--- src/rtl/mc_pkg.sv ---
// mc_pkg: shared types and constants for the fetch/memory stage of the
// multicycle controller.
//   state_t      - memory-access FSM states (idle / waiting on mem_ready)
//   NOP_INSTR    - instruction loaded into IR when a fetch times out
//   *_LSB / *_W  - instruction-register field positions and widths
//   CNT_W        - wait-counter width (covers MAX_WAIT up to 255)
package mc_pkg;

    typedef enum logic {
        ST_IDLE = 1'b0,
        ST_WAIT = 1'b1
    } state_t;

    localparam logic [31:0] NOP_INSTR = 32'hE1A0_0000;

    localparam int COND_LSB = 28;
    localparam int OP_LSB   = 26;
    localparam int FUNC_LSB = 20;
    localparam int RN_LSB   = 16;
    localparam int RD_LSB   = 12;
    localparam int RM_LSB   = 0;

    localparam int COND_W = 4;
    localparam int OP_W   = 2;
    localparam int FUNC_W = 6;
    localparam int REG_W  = 4;

    localparam int CNT_W = 8;

endpackage

--- src/rtl/mc_mem_wait_fsm.sv ---
// mc_mem_wait_fsm: drives the single memory port and tracks wait states.
// Ports:
//   clk, rst_n            clock, asynchronous active-low reset
//   acc, fetch, store     access request from the controller (IDLE only)
//   req_addr, req_wdata   address / store data presented in IDLE
//   mem_ready             memory completes the access this cycle
//   mem_req, mem_we,
//   mem_addr, mem_wdata   memory port outputs
//   stall                 controller hold
//   done, timeout         access completed / gave up this cycle
//   done_fetch, done_store  kind of the access that finishes this cycle
module mc_mem_wait_fsm
    import mc_pkg::*;
#(
    parameter int AW       = 32,
    parameter int MAX_WAIT = 15
) (
    input  logic          clk,
    input  logic          rst_n,
    input  logic          acc,
    input  logic          fetch,
    input  logic          store,
    input  logic [AW-1:0] req_addr,
    input  logic [AW-1:0] req_wdata,
    input  logic          mem_ready,
    output logic          mem_req,
    output logic          mem_we,
    output logic [AW-1:0] mem_addr,
    output logic [AW-1:0] mem_wdata,
    output logic          stall,
    output logic          done,
    output logic          timeout,
    output logic          done_fetch,
    output logic          done_store
);

    localparam logic [CNT_W-1:0] MAX_CNT = CNT_W'(MAX_WAIT);

    state_t           state_reg, state_next;
    logic [CNT_W-1:0] count_reg;
    logic [AW-1:0]    addr_reg;
    logic [AW-1:0]    wdata_reg;
    logic             we_reg;
    logic             fetch_reg;
    logic             at_max;

    assign at_max = (count_reg == MAX_CNT);

    // State register
    always_ff @(posedge clk or negedge rst_n) begin
        if (!rst_n) begin
            state_reg <= ST_IDLE;
        end else begin
            state_reg <= state_next;
        end
    end

    // Next-state logic
    always_comb begin
        state_next = state_reg;
        case (state_reg)
            ST_IDLE: if (acc && !mem_ready) state_next = ST_WAIT;
            ST_WAIT: if (mem_ready || at_max) state_next = ST_IDLE;
            default: state_next = ST_IDLE;
        endcase
    end

    // Access latches and wait counter. The controller is frozen while we
    // wait, but its inputs are still not trusted, so the request is captured
    // on the cycle the wait starts.
    always_ff @(posedge clk or negedge rst_n) begin
        if (!rst_n) begin
            count_reg <= '0;
            addr_reg  <= '0;
            wdata_reg <= '0;
            we_reg    <= 1'b0;
            fetch_reg <= 1'b0;
        end else if (state_reg == ST_IDLE) begin
            if (acc && !mem_ready) begin
                count_reg <= CNT_W'(1);
                addr_reg  <= req_addr;
                wdata_reg <= req_wdata;
                we_reg    <= store;
                fetch_reg <= fetch;
            end
        end else if (!mem_ready && !at_max) begin
            count_reg <= count_reg + CNT_W'(1);
        end
    end

    // Output logic
    always_comb begin
        mem_req    = 1'b0;
        mem_we     = 1'b0;
        mem_addr   = req_addr;
        mem_wdata  = req_wdata;
        stall      = 1'b0;
        done       = 1'b0;
        timeout    = 1'b0;
        done_fetch = fetch;
        done_store = store;
        case (state_reg)
            ST_IDLE: begin
                mem_req = acc;
                mem_we  = store;
                stall   = acc && !mem_ready;
                done    = acc && mem_ready;
            end
            ST_WAIT: begin
                mem_req    = 1'b1;
                mem_we     = we_reg;
                mem_addr   = addr_reg;
                mem_wdata  = wdata_reg;
                stall      = !mem_ready && !at_max;
                done       = mem_ready;
                timeout    = !mem_ready && at_max;
                done_fetch = fetch_reg;
                done_store = we_reg;
            end
            default: ;
        endcase
        // While reset is held the port must go quiet immediately, even
        // though IDLE would otherwise echo a live request from the controller.
        if (!rst_n) begin
            mem_req = 1'b0;
            mem_we  = 1'b0;
            stall   = 1'b0;
            done    = 1'b0;
            timeout = 1'b0;
        end
    end

endmodule

--- src/rtl/mc_fetch_mem_unit.sv ---
// mc_fetch_mem_unit: upstream stage of the multicycle controller.
// Holds PC, IR and DR, issues fetches and data accesses on one memory port
// (via mc_mem_wait_fsm) and slices IR into controller fields.
// Ports:
//   CLK, RESET_N                         clock, asynchronous active-low reset
//   IRWrite, PCWrite, AdrSrc, MemWrite   controller strobes
//   Result, ALUResult, WriteData         next PC, data address, store data
//   mem_req/mem_we/mem_addr/mem_wdata    memory request side
//   mem_rdata, mem_ready                 memory response side
//   Stall                                controller hold
//   PC, Instr, ReadData                  PC, IR, DR contents
//   Cond, Op, Func, Rn, Rd, Rm           IR fields
//   BusError                             sticky access-timeout flag
module mc_fetch_mem_unit
    import mc_pkg::*;
#(
    parameter int          AW       = 32,
    parameter logic [31:0] RESET_PC = 32'h0000_0000,
    parameter int          MAX_WAIT = 15
) (
    input  logic              CLK,
    input  logic              RESET_N,
    input  logic              IRWrite,
    input  logic              PCWrite,
    input  logic              AdrSrc,
    input  logic              MemWrite,
    input  logic [AW-1:0]     Result,
    input  logic [AW-1:0]     ALUResult,
    input  logic [AW-1:0]     WriteData,
    output logic              mem_req,
    output logic              mem_we,
    output logic [AW-1:0]     mem_addr,
    output logic [AW-1:0]     mem_wdata,
    input  logic [AW-1:0]     mem_rdata,
    input  logic              mem_ready,
    output logic              Stall,
    output logic [AW-1:0]     PC,
    output logic [AW-1:0]     Instr,
    output logic [AW-1:0]     ReadData,
    output logic [COND_W-1:0] Cond,
    output logic [OP_W-1:0]   Op,
    output logic [FUNC_W-1:0] Func,
    output logic [REG_W-1:0]  Rn,
    output logic [REG_W-1:0]  Rd,
    output logic [REG_W-1:0]  Rm,
    output logic              BusError
);

    logic [AW-1:0] pc_reg, ir_reg, dr_reg;
    logic          bus_err_reg;
    logic          acc, store;
    logic          done, timeout, done_fetch, done_store, finish;

    assign acc    = IRWrite | AdrSrc;
    assign store  = AdrSrc & MemWrite;
    assign finish = done | timeout;

    mc_mem_wait_fsm #(
        .AW       (AW),
        .MAX_WAIT (MAX_WAIT)
    ) u_wait_fsm (
        .clk        (CLK),
        .rst_n      (RESET_N),
        .acc        (acc),
        .fetch      (IRWrite),
        .store      (store),
        .req_addr   (AdrSrc ? ALUResult : pc_reg),
        .req_wdata  (WriteData),
        .mem_ready  (mem_ready),
        .mem_req    (mem_req),
        .mem_we     (mem_we),
        .mem_addr   (mem_addr),
        .mem_wdata  (mem_wdata),
        .stall      (Stall),
        .done       (done),
        .timeout    (timeout),
        .done_fetch (done_fetch),
        .done_store (done_store)
    );

    // The controller keeps PCWrite asserted through a stall, so gating on
    // Stall makes the PC update land on the completion (or timeout) cycle.
    always_ff @(posedge CLK or negedge RESET_N) begin
        if (!RESET_N) begin
            pc_reg      <= AW'(RESET_PC);
            ir_reg      <= '0;
            dr_reg      <= '0;
            bus_err_reg <= 1'b0;
        end else begin
            if (PCWrite && !Stall) pc_reg <= Result;
            if (finish && done_fetch) ir_reg <= timeout ? AW'(NOP_INSTR) : mem_rdata;
            if (finish && !done_fetch && !done_store) dr_reg <= timeout ? '0 : mem_rdata;
            if (timeout) bus_err_reg <= 1'b1;
        end
    end

    assign PC       = pc_reg;
    assign Instr    = ir_reg;
    assign ReadData = dr_reg;
    assign BusError = bus_err_reg;

    assign Cond = ir_reg[COND_LSB +: COND_W];
    assign Op   = ir_reg[OP_LSB   +: OP_W];
    assign Func = ir_reg[FUNC_LSB +: FUNC_W];
    assign Rn   = ir_reg[RN_LSB   +: REG_W];
    assign Rd   = ir_reg[RD_LSB   +: REG_W];
    assign Rm   = ir_reg[RM_LSB   +: REG_W];

endmodule
--- config.mk ---
export PLATFORM = sky130hd
export DESIGN_NAME = mc_fetch_mem_unit
export DESIGN_NICKNAME = d
export VERILOG_FILES = /design/src/rtl/mc_pkg.sv /design/src/rtl/mc_mem_wait_fsm.sv /design/src/rtl/mc_fetch_mem_unit.sv
export SDC_FILE = /design/constraint.sdc
export NUM_CORES = 1
export LEC_CHECK = 0
export CAP_MARGIN = 20
export CORE_ASPECT_RATIO = 1.2
export CORE_MARGIN = 3
export CORE_UTILIZATION = 45
export CTS_BUF_LIST = sky130_fd_sc_hd__clkbuf_8
export CTS_CLUSTER_DIAMETER = 150
export CTS_CLUSTER_SIZE = 10
export DETAILED_ROUTE_END_ITERATION = 7
export PLACE_DENSITY = 0.9
export RECOVER_POWER = 50
export SLEW_MARGIN = 20
export SYNTH_ARGS = -nofsm -noshare
export SYNTH_HDL_FRONTEND = slang
export SYNTH_SLANG_ARGS = --single-unit
--- constraint.sdc ---
create_clock -name CLK -period 2.8 [get_ports CLK]
set_clock_uncertainty 0.1 [all_clocks]
set_input_delay 0.7 -clock CLK [delete_from_list [all_inputs] [get_ports CLK]]
set_output_delay 0.7 -clock CLK [all_outputs]
set_load 0.05 [all_outputs]
==> impl_metrics.tcl, run 1 <==
set metrics [dict create \
    whs_endpoint "u_wait_fsm.wdata_reg[18]" \
    drc 0 \
    grt_pass1_vias 6580 \
    synth.most_common_cell "sky130_fd_sc_hd__dfrtp_1" \
    arrival_ns 1.97 \
    clk_pin_slew_ns 0.09 \
    full_die_area_mm2 0.0197 \
    yosys.area_share.xor_xnor_pct 0.216 \
    routabilityCongestion 0.849 \
    floorplan.rows 53 \
    clkLatencyLatePin_ns 0.45 \
    maxClockFrequency_ghz 0.361 \
    antenna_left 0 \
    cts.htree.levels 4 \
    cts.root.buffer_cell "sky130_fd_sc_hd__clkbuf_8" \
    initialDrtViolationCount 354 \
    initial_core_util_pct 46.1 \
    worst_path_cell_chain "clkdlybuf4s50_1 -> or3_4 -> nand2_4 -> and2_4 -> buf_8" \
    synth-compound-area-share_pct 4.97 \
    crit-reg2reg-launch "u_wait_fsm.state_reg" \
    critPathLaunchType "input pin" \
    deepest_clock_path_buffer_count 2 \
    drive_above_1_share_pct 30.1 \
    synthesis.nets 793 \
    synth.area.top_cells "sky130_fd_sc_hd__dfrtp_1, sky130_fd_sc_hd__mux2_2, sky130_fd_sc_hd__mux2_4" \
    drt-wirelength-per-cell_um 19.3 \
    async_reset_ff_share_pct 100 \
    cts_tree "yes" \
    timing.setup.tns_ns 0 \
    chipHeight_um 153 \
    hp-start "u_wait_fsm.wdata_reg[18]" \
    hold_viol 0 \
    design.final.nets 1097 \
    cts.sinks 172 \
    track_usage_pct 23.2 \
    multiInputGateArea_mm2 0.00343 \
    cp_slowest_cell "sky130_fd_sc_hd__clkdlybuf4s50_1" \
    synthCells 657 \
    cp.buffers_inverters 2 \
    crit-reg2reg-capture "Instr[21]" \
    dr_total_vias 6335 \
    sequential_to_total_area_share_from_yosys_stat_pct 53.1 \
    final_min_period_over_clock_period_pct 99.0 \
    r2r_setup_slack_ns 0.20 \
    synth_top_area_share_pct 53.1 \
    cts-buffers-inserted 17 \
    timing.hold.worst_path_depth 2 \
    post_synth_edffs 0 \
    synth-simple-area-share_pct 8.99 \
    period_needed_ns 2.77 \
    required_time_of_the_worst_setup_path_ns 2.00 \
    flow.area_growth_from_synthesis_pct 46.1 \
    antenna_cells_inserted 0 \
    timing_worst_setup_path_type "in2out" \
    remaining_overflow_grt 0 \
    cellPowerDensity_mw_per_mm2 928 \
    synth_top_family_by_area "multiplexers" \
    grt_setup_unrepaired "no" \
    tightestPinTransition_ns 1.99 \
    final.hold.worst_slack_ns 0.377 \
    synth_cell_types 36 \
    grt_first_pass_wirelength_um 36000 \
    grt_start_max_net_pins 157 \
    numPortBuffers 322 \
    failing_checks "capacitance limit, slew limit" \
    synth_area_mm2 0.00810 \
    synth-warning-count 0 \
    detailed_placer_s_ending_hpwl_um 16600 \
    min-delay-path-class "reg2reg" \
    setup_viol_count_final 0 \
    cp_delay_by_family_top "simple AND/OR/NAND/NOR gates" \
    synth-adder-area-share_pct 0.154 \
    synthTopCellsByCount "sky130_fd_sc_hd__dfrtp_1, sky130_fd_sc_hd__mux2_2, sky130_fd_sc_hd__nand2_1" \
    p_total_mw 11.0 \
    io_pins 323 \
    routed_wirelength_um 23000 \
    max_cap_violations 1 \
    dominantRegCellSynth "sky130_fd_sc_hd__dfrtp_1" \
    route.detailed.vias_per_inst 5.31 \
    yosys.area.top_type "sky130_fd_sc_hd__dfrtp_1" \
    crit_path_end_kind "output pin" \
    layout_utilization_pct 67.3 \
    ys_seq_elements 172 \
    final-max-slew-violation-count 157 \
    synth_mux_area_share_pct 27.7 \
    seqCellArea_mm2 0.00431 \
    drt_pre_antenna_iters 6 \
    timing.max_slew.rel_slack_pct -32.9 \
    critical_path.max_fanout 3 \
    run_status "finished, violations left" \
    n_fill_cell 1251 \
    coreArea_mm2 0.0176 \
    dieWidth_um 128 \
    power.ir.vdd_worst_mv 0.462 \
    worst_path_largest_cell_delay_ns 0.46 \
    antenna_found_initial 1 \
    r2r.worst_path.cells 6 \
    synth.avg_cell_area_um2 12.3 \
    static-leakage-power_nw 5.31 \
]
[worst max path at each step]
stage               depth (start not counted)      endpoint  startpoint  slack [ns]
detailed placement                          6         Stall     IRWrite       -0.09
finish                                      5         Stall   mem_ready        0.03
CTS                                         6         Stall     IRWrite       0.001
global route                                5         Stall   mem_ready       0.005
global placement                            6         Stall     IRWrite        -0.1
floorplan                                   4  mem_addr[17]      AdrSrc        0.07
[cells in the final DEF (no fill, tap or decap), types with 19 or more instances in the layout]
cell type and instances:
sky130_fd_sc_hd__clkdlybuf4s50_1 252, sky130_fd_sc_hd__dfrtp_1 171, sky130_fd_sc_hd__mux2_2 128, sky130_fd_sc_hd__nand2_1 116, sky130_fd_sc_hd__buf_4 73, sky130_fd_sc_hd__mux2i_1 34
sky130_fd_sc_hd__nor2_1 33, sky130_fd_sc_hd__a22o_1 32, sky130_fd_sc_hd__mux2_4 30, sky130_fd_sc_hd__clkbuf_8 19
[stage by stage]
step / setup slack, ns / cells / cell area (µm²)
floorplan: 0.0712 / 657 / 8110
global placement: -0.0950 / 1158 / 11400
CTS: 0.000989 / 1193 / 11900
finish: 0.0280 / 1194 / 11800
global route: 0.00471 / 1194 / 11800
detailed placement: -0.0884 / 1158 / 11400
[cells by family after synthesis]
logic type / Yosys count
and+or+nand+nor: 174
DFF: 172
buffers and inverters: 66
AOI/OAI and AO/OA: 49
xor gates and xnor gates: 2
muxes: 193
adders and majority gates: 1
[metal layers]
layer	routed length, µm	track usage (%)	vias to the layer above
met2	11500	39.1	323
met5	0	0	-
li1	-	-	2870
met1	8960	28.3	3118
met4	487	8.10	0
met3	2050	6.82	24
[area by class of cell]
type                       count  share of cell area, %
clock buffer                  19                   2.21
tap                          220                   2.33
inverter                       2                 0.0634
sequential                   172                   36.4
multi-input combinational    419                   29.0
timing repair buffer         349                   28.7
clock inverter                13                   1.31
[report_power, final]
group / internal [mW] / total [mW] / leakage (nW) / switching [mW]
sequential: 3.12 / 3.56 / 2.08 / 0.440
combinational: 2.04 / 5.57 / 3.01 / 3.53
clock: 0.865 / 1.84 / 0.213 / 0.980
total: 6.03 / 11.0 / 5.31 / 4.95
[what timing repair did]
| action | 4_1_cts | 5_1_grt |
|---|---|---|
| hold endpoints to repair | 16 | 0 |
| pin swaps | 1 | 2 |
| hold buffers | 1 | 0 |
| endpoints found under the setup margin | 1 | 1 |
| buffers inserted | 2 | 1 |
| resized for setup | 5 | 5 |
[tightest hold or removal path: cells and delay by family (launching register included)]
kind             cells  cell delay [ns]
and+or+nand+nor      2             0.10
DFF                  1             0.35
Note: power is estimated with default switching activity, not from simulation.
==> run 2: changes to the inputs <==
- REMOVE_ABC_BUFFERS: unset -> 1
==> run 2 against run 1 <==
Against the previous run:
- the flow now finishes without violations
- sequential share of layout area down 0.16 points
- setup slack improved by 0.0061 ns
- critical path depth up 1
- fmax increased by 0.22%
- critical path type unchanged
- largest power group unchanged
==> impl_metrics.tcl, run 2 (synthesis results as in run 1) <==
set metrics [dict create \
    drt-wirelength-per-cell_um 19.3 \
    deepest_clock_path_buffer_count 2 \
    cp_slowest_cell "sky130_fd_sc_hd__clkdlybuf4s50_1" \
    grt_pass1_vias 6743 \
    flow.area_growth_from_synthesis_pct 46.7 \
    io_pins 323 \
    cts.htree.levels 4 \
    antenna_cells_inserted 0 \
    full_die_area_mm2 0.0197 \
    power.ir.vdd_worst_mv 0.474 \
    setup_viol_count_final 0 \
    timing.max_slew.rel_slack_pct 43.7 \
    static-leakage-power_nw 5.32 \
    coreArea_mm2 0.0176 \
    period_needed_ns 2.77 \
    maxClockFrequency_ghz 0.362 \
    remaining_overflow_grt 0 \
    final_min_period_over_clock_period_pct 98.8 \
    grt_start_max_net_pins 80 \
    critical_path.startpoint "IRWrite" \
    timing.setup.tns_ns 0 \
    timing_worst_setup_path_type "in2out" \
    initial_core_util_pct 46.1 \
    route.detailed.vias_per_inst 5.25 \
    run_status "complete, no violations" \
    routed_wirelength_um 23100 \
    crit_path_end_kind "output pin" \
    drive_above_1_share_pct 30.6 \
    tightestPinTransition_ns 0.844 \
    critical_path.max_fanout 3 \
    final.hold.worst_slack_ns 0.381 \
    drt_pre_antenna_iters 4 \
    cts.sinks 172 \
    clkLatencyLatePin_ns 0.45 \
    detailed_placer_s_ending_hpwl_um 17100 \
    routabilityCongestion 0.796 \
    cts.root.buffer_cell "sky130_fd_sc_hd__clkbuf_8" \
    grt_first_pass_wirelength_um 36600 \
    floorplan.rows 53 \
    cts-buffers-inserted 17 \
    arrival_ns 1.97 \
    required_time_of_the_worst_setup_path_ns 2.00 \
    numPortBuffers 322 \
    antenna_found_initial 0 \
    cp.buffers_inverters 2 \
    crit-reg2reg-launch "u_wait_fsm.state_reg" \
    critPathLaunchType "input pin" \
    numPlacedInstances 1163 \
    worst_path_largest_cell_delay_ns 0.48 \
    final_cells 1197 \
    min-delay-path-class "reg2reg" \
    cp_delay_by_family_top "simple AND/OR/NAND/NOR gates" \
    drc 0 \
    antenna_left 0 \
    design.final.nets 1100 \
    track_usage_pct 23.6 \
    final-max-slew-violation-count 0 \
    final_common_cell "sky130_fd_sc_hd__clkdlybuf4s50_1" \
    cellPowerDensity_mw_per_mm2 915 \
    initialDrtViolationCount 315 \
    chipHeight_um 153 \
    max_cap_violations 0 \
    worst_path_cell_chain "clkdlybuf4s50_1 -> nor2_1 -> or3_4 -> nand2_2 -> and2_4 -> buf_12" \
    cts_tree "yes" \
    layout_common_cells "sky130_fd_sc_hd__clkdlybuf4s50_1, sky130_fd_sc_hd__dfrtp_1, sky130_fd_sc_hd__mux2_2" \
    hold_viol 0 \
    clk_pin_slew_ns 0.10 \
    dr_total_vias 6279 \
    dieWidth_um 128 \
    hp-start "u_wait_fsm.wdata_reg[1]" \
    n_fill_cell 1291 \
]
[run 2: cell count changes in the layout (fill, tap and decap cells not counted), sizes merged]
cell / previous run / this run
bufinv: 2 / 1
inv: 8 / 9
buf: 88 / 98
dlymetal6s2s: 1 / 0
clkinvlp: 1 / 2
clkbuf: 26 / 18
clkdlybuf4s50: 252 / 253
[run 2: worst paths after layout]
path	endpoint	slack [ns]	depth (start not counted)
max in group asynchronous	u_wait_fsm.addr_reg[19]	0.65	4
max	Stall	0.03	6
max reg2reg	PC[1]	0.58	5
min	u_wait_fsm.wdata_reg[1]	0.38	2
min in group asynchronous	u_wait_fsm.addr_reg[22]	0.55	2
min reg2reg	u_wait_fsm.wdata_reg[1]	0.38	2
[run 2: final cells by class]
cell class / count / area (µm²) / area share [%]
repair buffers: 352 / 3480 / 29.3
multi-input cells: 419 / 3430 / 28.9
flip-flops and latches: 172 / 4310 / 36.2
clock inverters: 14 / 133 / 1.12
well taps: 220 / 275 / 2.32
inverters: 2 / 7.51 / 0.0632
clock buffers: 18 / 248 / 2.08
[run 2: per-layer routing]
metal / track usage [%] / wire, µm / part of all wire [%] / vias up
met2: 39.8 / 11700 / 51 / 277
met5: 0 / 0 / 0 / -
met1: 27.6 / 8730 / 38 / 3079
li1: - / - / - / 2874
met3: 7.65 / 1990 / 8.6 / 49
met4: 9.45 / 713 / 3.1 / 0
[run 2: repair_timing]
action | in CTS | in global routing
hold buffers | 1 | 0
buffers inserted | 1 | 0
hold endpoints to repair | 9 | 0
gates resized for setup | 3 | 2
pin swaps | 0 | 0
setup endpoints to repair | 1 | 1
[run 2: where the power goes]
part           internal [mW]  switching, mW  total (mW)  leakage [nW]
Clock                  0.747          0.974        1.72         0.193
Combinational           2.05           3.55        5.60          3.05
Sequential              3.12          0.431        3.56          2.08
[run 2: metrics by stage]
step	util [%]	worst slack [ns]	power [mW]	instance area (µm²)
final	67.6	0.0340	10.9	11900
after global placement	65.3	-0.0160	9.07	11500
after floorplan	-	-1.88	7.14	7710
after global routing	67.6	-0.00645	11.3	11900
after CTS	67.6	0.00262	11.0	11900
after detailed placement	65.3	-0.0445	9.21	11500
[run 2: tightest hold or removal path: stages, from the launching register on]
cell	delay, ns
sky130_fd_sc_hd__dfrtp_1	0.35
sky130_fd_sc_hd__nand2_1	0.05
sky130_fd_sc_hd__nand2_1	0.05
==> run 3: changes to the inputs <==
- SLEW_MARGIN: 20 -> unset
==> run 3 against run 2 <==
Against the previous run:
- hold slack worse by 0.0013 ns
- cell count about the same
- clock power about the same
- critical path type unchanged
- register-to-register slack worse by 0.02 ns
- critical path depth unchanged
- first-iteration DRC count up 4.8%
- global-route usage unchanged
- fmax up 0.12%
- count of clock-buffer cells in the layout unchanged
- flip-flop and latch count unchanged
- via count up 0.25%
==> impl_metrics.tcl, run 3 (synthesis results as in run 1) <==
set metrics [dict create \
    critPathLaunchType "input pin" \
    drc 0 \
    numPortBuffers 322 \
    track_usage_pct 23.6 \
    p_sw_mw 4.97 \
    remaining_overflow_grt 0 \
    cts-buffers-inserted 17 \
    final-max-slew-violation-count 0 \
    cts.sinks 172 \
    hold_viol 0 \
    chipHeight_um 153 \
    min-delay-path-class "reg2reg" \
    final_common_cell "sky130_fd_sc_hd__clkdlybuf4s50_1" \
    clk_pin_slew_ns 0.10 \
    power_frac_comb_pct 51.5 \
    grt_pass1_vias 6743 \
    initialDrtViolationCount 330 \
    run_status "complete, no violations" \
    power.clock.fraction_pct 15.9 \
    cellPowerDensity_mw_per_mm2 915 \
    deepest_clock_path_buffer_count 2 \
    drt_pre_antenna_iters 4 \
    internal_power_mw 5.93 \
    antenna_cells_inserted 0 \
    full_die_area_mm2 0.0197 \
    antenna_found_initial 0 \
    timing.max_slew.rel_slack_pct 43.8 \
    max_cap_violations 0 \
    routed_wirelength_um 23300 \
    setup_viol_count_final 0 \
    grt_start_max_net_pins 80 \
    worst_path_largest_cell_delay_ns 0.48 \
    crit_path_end_kind "output pin" \
    wl_met3_um 2000 \
    p_total_mw 10.9 \
    post-place-ws_ns -0.0445 \
    cp_slowest_cell "sky130_fd_sc_hd__clkdlybuf4s50_1" \
    timing.setup.tns_ns 0 \
    drive_above_1_share_pct 30.6 \
    design.final.nets 1101 \
    maxUsedRoutingLayer "met4" \
    detail_route.wirelength.met1_um 8770 \
    power.ir.vdd_worst_mv 0.474 \
    power.share.switching_pct 45.6 \
    cts_tree "yes" \
    clkLatencyLatePin_ns 0.46 \
    worst_path_cell_chain "clkdlybuf4s50_1 -> nor2_1 -> or3_4 -> nand2_2 -> and2_4 -> buf_12" \
    cts.root.buffer_cell "sky130_fd_sc_hd__clkbuf_8" \
    dr_total_vias 6295 \
    critical_path.max_fanout 3 \
    dieWidth_um 128 \
    routabilityCongestion 0.796 \
    io_pins 323 \
    maxClockFrequency_ghz 0.362 \
    layout_common_cells "sky130_fd_sc_hd__clkdlybuf4s50_1, sky130_fd_sc_hd__dfrtp_1, sky130_fd_sc_hd__mux2_2" \
    timing_worst_setup_path_type "in2out" \
    coreArea_mm2 0.0176 \
    initial_core_util_pct 46.1 \
    cts.htree.levels 4 \
    drt-wirelength-per-cell_um 19.4 \
    arrival_ns 1.96 \
    route.detailed.vias_per_inst 5.25 \
    antenna_left 0 \
    flow.area_growth_from_synthesis_pct 47.0 \
    grt_first_pass_wirelength_um 36600 \
    met2_wirelength_um 11800 \
    tightestPinTransition_ns 0.843 \
    required_time_of_the_worst_setup_path_ns 2.00 \
    fin_ws_ns 0.0373 \
    static-leakage-power_nw 5.33 \
    floorplan.rows 53 \
    final_min_period_over_clock_period_pct 98.7 \
    n_fill_cell 1289 \
    pwr-share-seq_pct 32.6 \
    detailed_placer_s_ending_hpwl_um 17100 \
    period_needed_ns 2.76 \
]
==> run 3: changes by cell type in the layout (fill, tap and decap cells not counted) <==
cell                       delta
sky130_fd_sc_hd__buf_16       +1
sky130_fd_sc_hd__buf_6        -1
sky130_fd_sc_hd__clkbuf_1     +1
==> run 3: layout make-up <==
cell class | instances | area (µm²) | share of cell area (%)
Clock buffer | 18 | 248 | 2.08
Clock inverter | 14 | 133 | 1.11
Inverter | 2 | 7.51 | 0.0630
Multi-Input combinational cell | 419 | 3430 | 28.8
Sequential cell | 172 | 4310 | 36.2
Tap cell | 220 | 275 | 2.31
Timing Repair Buffer | 353 | 3500 | 29.4
==> run 3: metal layers <==
metal | track usage [%] | vias up
li1 | - | 2877
met1 | 27.6 | 3096
met2 | 39.8 | 271
met3 | 7.65 | 51
met4 | 9.45 | 0
met5 | 0 | -
==> run 3: power by group through the flow <==
stage	clock network, mW	registers (mW)	logic, mW
2_1_floorplan	0	5.30	1.84
3_3_place_gp	0	3.55	5.52
3_5_place_dp	0	3.59	5.62
4_1_cts	1.78	3.55	5.64
5_1_grt	1.88	3.64	5.85
6_report	1.73	3.56	5.61
==> run 3: final timing paths <==
kind	from	end	slack [ns]	cells after the start
setup / recovery	IRWrite	Stall	0.04	6
hold / removal	u_wait_fsm.wdata_reg[1]	u_wait_fsm.wdata_reg[1]	0.38	2
setup reg to reg	u_wait_fsm.state_reg	PC[1]	0.56	5
hold reg to reg	u_wait_fsm.wdata_reg[1]	u_wait_fsm.wdata_reg[1]	0.38	2
max in group asynchronous	RESET_N	Instr[19]	0.66	4
min in group asynchronous	RESET_N	u_wait_fsm.we_reg	0.53	2
==> run 3: critical path: cells and delay by family <==
| kind | cells | cell delay (ns) |
|---|---|---|
| and+or+nand+nor | 4 | 0.65 |
| buffers and inverters | 2 | 0.61 |
==> run 3: through the flow <==
stage	instance area, µm²	util (%)	cells	hold slack, ns
after global placement	11500	65.3	1163	0.352
after global routing	11900	67.8	1198	0.410
after floorplan	7710	-	593	0.304
final	11900	67.8	1198	0.380
after CTS	11900	67.6	1197	0.381
after detailed placement	11500	65.3	1163	0.357
==> run 3: repair_timing <==
action                     4_1_cts  5_1_grt
setup endpoints to repair        1        1
hold buffers                     1        0
gates resized for setup          3        2
buffers inserted                 1        0
hold endpoints to repair         9        0
